==> src/rtl/uart_tx_arbiter.sv <==
// Round-robin scheduler sharing one uart_send byte transmitter among NUM_REQ
// valid/ready byte streams; packets go out whole, paced by uart_tx_busy.
module uart_tx_arbiter #(
  parameter int NUM_REQ      = 4,
  parameter int BUSY_TIMEOUT = 16,
  parameter int GAP_CYCLES   = 0,
  parameter int ID_W         = (NUM_REQ > 1) ? $clog2(NUM_REQ) : 1
) (
  input  logic                 sys_clk,
  input  logic                 sys_rst_n,
  input  logic [NUM_REQ-1:0]   req_valid,
  input  logic [8*NUM_REQ-1:0] req_data,
  input  logic [NUM_REQ-1:0]   req_last,
  output logic [NUM_REQ-1:0]   req_ready,
  output logic                 uart_tx_en,
  output logic [7:0]           uart_din,
  input  logic                 uart_tx_busy,
  output logic [ID_W-1:0]      grant_id,
  output logic                 tx_err
);

  localparam int TO_LAST  = (BUSY_TIMEOUT > 1) ? BUSY_TIMEOUT - 1 : 0;
  localparam int GAP_LAST = (GAP_CYCLES > 1) ? GAP_CYCLES - 1 : 0;
  localparam int CNT_MAX  = (TO_LAST > GAP_LAST) ? TO_LAST : GAP_LAST;
  localparam int CNT_W    = (CNT_MAX > 0) ? $clog2(CNT_MAX + 1) : 1;

  typedef enum logic [2:0] {
    IDLE,
    ACCEPT,
    START,
    WAIT_BUSY,
    WAIT_DONE,
    GAP
  } state_t;

  state_t               state;
  logic [ID_W-1:0]      ptr;
  logic [CNT_W-1:0]     cnt;
  logic                 last_q;

  logic [2*NUM_REQ-1:0] valid_dbl;
  logic [NUM_REQ-1:0]   valid_rot;
  logic                 pick_found;
  logic [ID_W-1:0]      pick_id;
  logic [NUM_REQ-1:0]   grant_oh;
  logic                 sel_valid;
  logic                 sel_last;
  logic [7:0]           sel_data;

  function automatic logic [ID_W-1:0] next_id(input logic [ID_W-1:0] id);
    if (id == ID_W'(NUM_REQ - 1)) return '0;
    return id + 1'b1;
  endfunction

  function automatic logic [ID_W-1:0] rot_add(input logic [ID_W-1:0] base, input int off);
    int sum;
    sum = int'(base) + off;
    if (sum >= NUM_REQ) sum = sum - NUM_REQ;
    return ID_W'(sum);
  endfunction

  // Rotate the valid vector so bit 0 is the requester at ptr; the lowest set
  // bit of the rotated vector is then the round-robin winner.
  assign valid_dbl = {req_valid, req_valid} >> ptr;
  assign valid_rot = valid_dbl[NUM_REQ-1:0];

  // NOTE: every variable written here gets a default before the loop, so no
  // path leaves it unassigned and no latch is inferred.
  always_comb begin
    pick_found = |valid_rot;
    pick_id    = ptr;
    for (int k = NUM_REQ - 1; k >= 0; k--) begin
      if (valid_rot[k]) pick_id = rot_add(ptr, k);
    end
  end

  always_comb begin
    grant_oh = '0;
    sel_data = 8'h00;
    for (int i = 0; i < NUM_REQ; i++) begin
      grant_oh[i] = (grant_id == ID_W'(i));
      if (grant_id == ID_W'(i)) sel_data = req_data[8*i +: 8];
    end
  end

  assign sel_valid = |(req_valid & grant_oh);
  assign sel_last  = |(req_last & grant_oh);
  assign req_ready = (state == ACCEPT) ? grant_oh : '0;

  // NOTE: all state here is updated with non-blocking assignments so every
  // register samples the pre-edge values regardless of statement order.
  always_ff @(posedge sys_clk or negedge sys_rst_n) begin
    if (!sys_rst_n) begin
      state      <= IDLE;
      ptr        <= '0;
      cnt        <= '0;
      last_q     <= 1'b0;
      grant_id   <= '0;
      uart_tx_en <= 1'b0;
      uart_din   <= 8'h00;
      tx_err     <= 1'b0;
    end else begin
      uart_tx_en <= 1'b0;
      tx_err     <= 1'b0;
      unique case (state)
        IDLE: begin
          if (pick_found) begin
            grant_id <= pick_id;
            state    <= ACCEPT;
          end
        end
        ACCEPT: begin
          // A stalled owner keeps the port; nobody else is considered here.
          if (sel_valid) begin
            uart_din   <= sel_data;
            last_q     <= sel_last;
            uart_tx_en <= 1'b1;
            state      <= START;
          end
        end
        START: begin
          cnt   <= '0;
          state <= WAIT_BUSY;
        end
        WAIT_BUSY: begin
          if (uart_tx_busy) begin
            state <= WAIT_DONE;
          end else if (cnt == CNT_W'(TO_LAST)) begin
            tx_err <= 1'b1;
            ptr    <= next_id(grant_id);
            state  <= IDLE;
          end else begin
            cnt <= cnt + 1'b1;
          end
        end
        WAIT_DONE: begin
          if (!uart_tx_busy) begin
            if (GAP_CYCLES > 0) begin
              cnt   <= '0;
              state <= GAP;
            end else if (last_q) begin
              ptr   <= next_id(grant_id);
              state <= IDLE;
            end else begin
              state <= ACCEPT;
            end
          end
        end
        GAP: begin
          if (cnt == CNT_W'(GAP_LAST)) begin
            if (last_q) begin
              ptr   <= next_id(grant_id);
              state <= IDLE;
            end else begin
              state <= ACCEPT;
            end
          end else begin
            cnt <= cnt + 1'b1;
          end
        end
        default: state <= IDLE;
      endcase
    end
  end

endmodule

==> config.mk <==
export PLATFORM = sky130hd
export DESIGN_NAME = uart_tx_arbiter
export DESIGN_NICKNAME = d
export VERILOG_FILES = /design/src/rtl/uart_tx_arbiter.sv
export SDC_FILE = /design/constraint.sdc
export NUM_CORES = 1
export LEC_CHECK = 0
export CORE_AREA = 10 10 88 60
export CTS_CLUSTER_DIAMETER = 50
export DETAILED_ROUTE_END_ITERATION = 16
export DIE_AREA = 0 0 98 70
export GPL_ROUTABILITY_DRIVEN = 0
export PLACE_DENSITY = 0.78
export SLEW_MARGIN = 20
export SYNTH_ARGS = -nofsm -noshare
export SYNTH_HDL_FRONTEND = slang
export SYNTH_SLANG_ARGS = --single-unit
==> constraint.sdc <==
create_clock -name sys_clk -period 2.2 [get_ports sys_clk]
set_input_delay 0.55 -clock sys_clk [delete_from_list [all_inputs] [get_ports sys_clk]]
set_output_delay 0.55 -clock sys_clk [all_outputs]
set_load 0.05 [all_outputs]
* After elaboration in Yosys (flattened, before gate mapping)
Cells that the tools add are included.
** Word-level totals
- Register bits :: 22
- Latch bits :: 0
- Memory bits (writable) :: 0
- Bits in read-only memories :: 0
- Bits of input ports :: 43
- Logic and storage cells :: 107
- Memories kept :: 0
** Cells by class
- $add $sub $neg :: 9
- Multipliers :: 0
- Divide/modulo/power cells :: 0
- Magnitude comparators :: 4
- Equality and inequality tests :: 20
- Shifts and indexed selects :: 1
- Mux-type cells :: 50
- Bitwise gates (word level) :: 2
- Reduce and logical (&&, ||, !) cells :: 13
** Operators with widths (count)
- $mux W2 :: 18
- $mux W8 :: 4
- $ne A2 B2 Y1 const B :: 10
- $mux W3 :: 6
- $pmux W3 S6 :: 1
- $mux W4 :: 4
- $mux W1 :: 15
- $pmux W4 S3 :: 1
- $reduce_or A4 Y1 :: 3
- $ge A3 B3 Y1 const B :: 3
- $and A4 B4 Y4 :: 2
- $shr A8 B2 Y4 :: 1
- $sub A2 B1 Y2 const B :: 4
- $reduce_and A7 Y1 :: 1
- $add A2 B2 Y3 const B :: 2
- $eq A3 B2 Y1 const B :: 2
- $eq A3 B3 Y1 const B :: 2
- $pmux W2 S3 :: 1
- $reduce_bool A3 Y1 :: 2
- $reduce_and A5 Y1 :: 1
- $add A4 B1 Y4 const B :: 1
- $eq A2 B2 Y1 const B :: 2
- $eq A4 B4 Y1 const B :: 1
- $logic_not A4 Y1 :: 1
- 10 further kinds :: 11

* Longest topological paths before layout
- Depth in word-level cells :: 9
- Depth in mapped cells :: 8
- Depth with buffers taken out :: 6

* Worst setup path before layout
Ideal clock, no wire load.
- Path kind :: register -> output
- Start point :: register grant_id[1]
- End point :: output port req_ready[3]
- Arrival :: 1.996 ns
- Required time :: 1.650 ns
- Slack :: -0.346 ns
- Stages on the path, launching flop included :: 5
- Buffers on the path :: 2
- Cells stage by stage :: dfrtp_1 -> ha_1 -> clkbuf_1 -> clkbuf_1 -> and3_1
** On the way
- Word-level cells in the longest chain between the ends :: 2
** Ends and longest elaborated chain
- start, declared :: line 18 : output logic [ID_W-1:0] grant_id,
- start signal, assigned :: line 108 : grant_id <= pick_id;
- $eq A2 B2 Y1 :: line 81 : grant_oh[i] = (grant_id == ID_W'(i));
- $mux W4 :: line 88 : assign req_ready = (state == ACCEPT) ? grant_oh : '0;
- end, declared :: line 14 : output logic [NUM_REQ-1:0] req_ready,
No other way between the ends.

* Final worst setup path
- Start point :: register uart_din[1]
- End point :: output port uart_din[1]
** RTL lines
- start, declared :: line 16 : output logic [7:0] uart_din,
- start signal, assigned :: line 115 : uart_din <= sel_data;
No word-level cell between the ends.

==> impl_metrics.toml <==
[outcome]
status = "finished clean"

[critical_path]
cp_slowest_cell = "clkdlybuf4s50_1"
crit_required_ns = 1.65
crit_path_max_incr_delay_ns = 0.85
crit_type = "reg2out"
worstPathArrival_ns = 1.50
r2r_start = "state[0]"
path_cells = "clkdlybuf4s50_1"
start_kind = "register"
cp-startpoint = "uart_din[1]"
critPathMaxFanout = 2
crit_family = "buffers and inverters"
path_buf_inv = 1
cp-end-kind = "output port"

[yosys]
yosysSeqAreaShare = 0.3526
ys_types = 40
syn_area_sq_mm = 0.001561
syn-num-nets = 233
synth_seq_cells = 22
syn_avg_cell_area_sq_um = 8.486
async_flop_share = 1.000
syn_inst = 184
synth-warning-count = 0
synth_ff_type = "dfrtp_1"
synth-edff-count = 0

[timing]
fin_crit_sh = 0.9337
slew_headroom = 0.6320
skew_ns = 0.01175
period_minus_slack_ns = 2.054
rsz0062_at_grt = "false"
worstMarginPinSlew_ns = 0.5469
hold_viol = 0
drv_slew = 0
setup_violations = 0
max_freq_mhz = 486.8
tns_ns = 0

[cells_and_area]
layout_commonest_cell = "clkdlybuf4s50_1"
area_growth_pct = 50.48
postLayoutCellArea_sq_mm = 0.002350
layout.cells.non_filler = 296
fin_nets = 296
layout_common_cells = "clkdlybuf4s50_1 (54), a21oi_1 (29), dfrtp_1 (20)"
antennaDiodeCount = 0
fillCellCount = 330
layout-drive-gt1-share = 0.1423

[hold_path]
min_from = "uart_din[4]"
hold_class = "reg2reg"

[route]
viasPerCell = 5.240
dr_total_vias = 1551
drtIter0Drc = 116
wl_mm = 4.610
ant_nets = 0
drc = 0
first_pass_iters = 4
wire_per_inst_microns = 15.57

[global_route]
grt_pass1_vias = 1622
grt.overflow.total = 0
grt_usage = 0.1321
grt_max_degree = 23
antenna_found_initial = 0
grt_pass1_wl_mm = 7.686

[floorplan]
dieArea_sq_mm = 0.006860
row_count = 18
die_w_microns = 98
core_area_sq_mm = 0.003806
ioPinCount = 59
start_util = 0.4103
die_h_microns = 70

[clock_tree]
hold_buffers = 0
cts.clk_slew.worst_paths_ns = 0.09
cts_setup_buffers = 0
cts_tree = "yes"
htree_levels = 1
cts_root_buf = "clkbuf_8"
numCtsBuffers = 3
cts_sinks = 22
max-clock-path-buffers = 2
ctsResizeCount = 0
insertion_delay_ns = 0.28

[place]
port_buffers = 58
place_area_sq_mm = 0.002278
dp.final_hpwl_mm = 3.697
dp_cells = 292

[power_and_ir_drop]
power_density_mw_per_mm2 = 1447
irDropWorstVdd_v = 0.001124
leakagePower_uw = 0.0009898

[flow_run]
drv_cap = 0
-- per-layer routing --
metal,share of wire,up-vias,routed length [microns],GRT usage
met1,0.46,719,2102,0.1607
met3,0.077,4,356,0.05206
li1,-,780,-,-
met2,0.46,48,2123,0.2161
met4,0.0059,0,27,0.02412
met5,0,-,0,0
-- power by group --
part / leakage (uW) / internal, uW / switching (uW) / total [uW]
Combinational: 0.000688 / 919 / 1300 / 2220
Clock: 0.0000357 / 244 / 140 / 384
Sequential: 0.000266 / 591 / 205 / 796
Total: 0.000990 / 1750 / 1650 / 3400
-- synth_stat cells (3+ instances only) --
master    count  area [sq um]
nand2_1      12         45.04
inv_1        16         60.06
nand2b_1      3         18.77
o21ai_0      12         60.06
mux2_1        3         33.78
a21oi_1      29         145.1
a22oi_1      10         75.07
and3_1        5         31.28
nand3_1       5         25.02
clkbuf_1      4         15.01
nor2_1       19         71.32
mux2i_1       3         30.03
ha_1          6         75.07
a22oi_2       3         37.54
dfrtp_1      22         550.5
-- worst register-to-register path: stages, from the launching register on --
cell	delay (ns)
dfrtp_1	0.65
inv_1	0.24
o21ai_2	0.28
and2_1	0.19
mux2_1	0.34
-- area by class of cell --
| class | count | area (sq um) | area share |
|---|---|---|---|
| Clock inverter | 1 | 30.03 | 0.01278 |
| Sequential cell | 22 | 553.0 | 0.2354 |
| Inverter | 16 | 60.06 | 0.02556 |
| Multi-Input combinational cell | 135 | 887.1 | 0.3775 |
| Clock buffer | 3 | 41.29 | 0.01757 |
| Timing Repair Buffer | 69 | 715.7 | 0.3046 |
| Tap cell | 50 | 62.56 | 0.02662 |
-- worst paths after layout --
| kind | to | slack (ns) | cells after the start |
|---|---|---|---|
| min | uart_din[4] | 0.53 | 2 |
| min in group asynchronous | ptr[0] | 0.62 | 2 |
| max in group asynchronous | grant_id[0] | 1.34 | 2 |
| max | uart_din[1] | 0.15 | 1 |
| max reg2reg | cnt[0] | 0.38 | 4 |
| min reg2reg | uart_din[4] | 0.53 | 2 |
-- stage by stage --
step | setup WS (ns) | utilization | power, uW | hold WS, ns
final | 0.1459 | 0.6174 | 3399 | 0.5326
after global routing | 0.08664 | 0.6174 | 3676 | 0.5927
after CTS | 0.1248 | 0.6174 | 3421 | 0.5371
after detailed placement | 0.1354 | 0.5986 | 3027 | 0.5186
after global placement | 0.1483 | 0.5986 | 2976 | 0.5041
after floorplan | -0.06377 | - | 2298 | 0.2544
-- kinds of logic (layout without fill, tap and decap cells) --
family          count (synthesis)  after routing  synth area share
compound gates                 68             68            0.2941
fa+ha+maj                       6              6           0.04808
buf+inv                        27             89           0.08092
flops                          22             22            0.3526
mux                             7              7           0.04808
simple gates                   54             54            0.1763
-- state kept, by name (all words and copies together), names as in the netlist --
register	cells
state	3
uart_tx_en	1
ptr	2
cnt	4
grant_id	2
last_q	1
uart_din	8
tx_err	1
No activity file was read; power rests on OpenSTA's default activity.
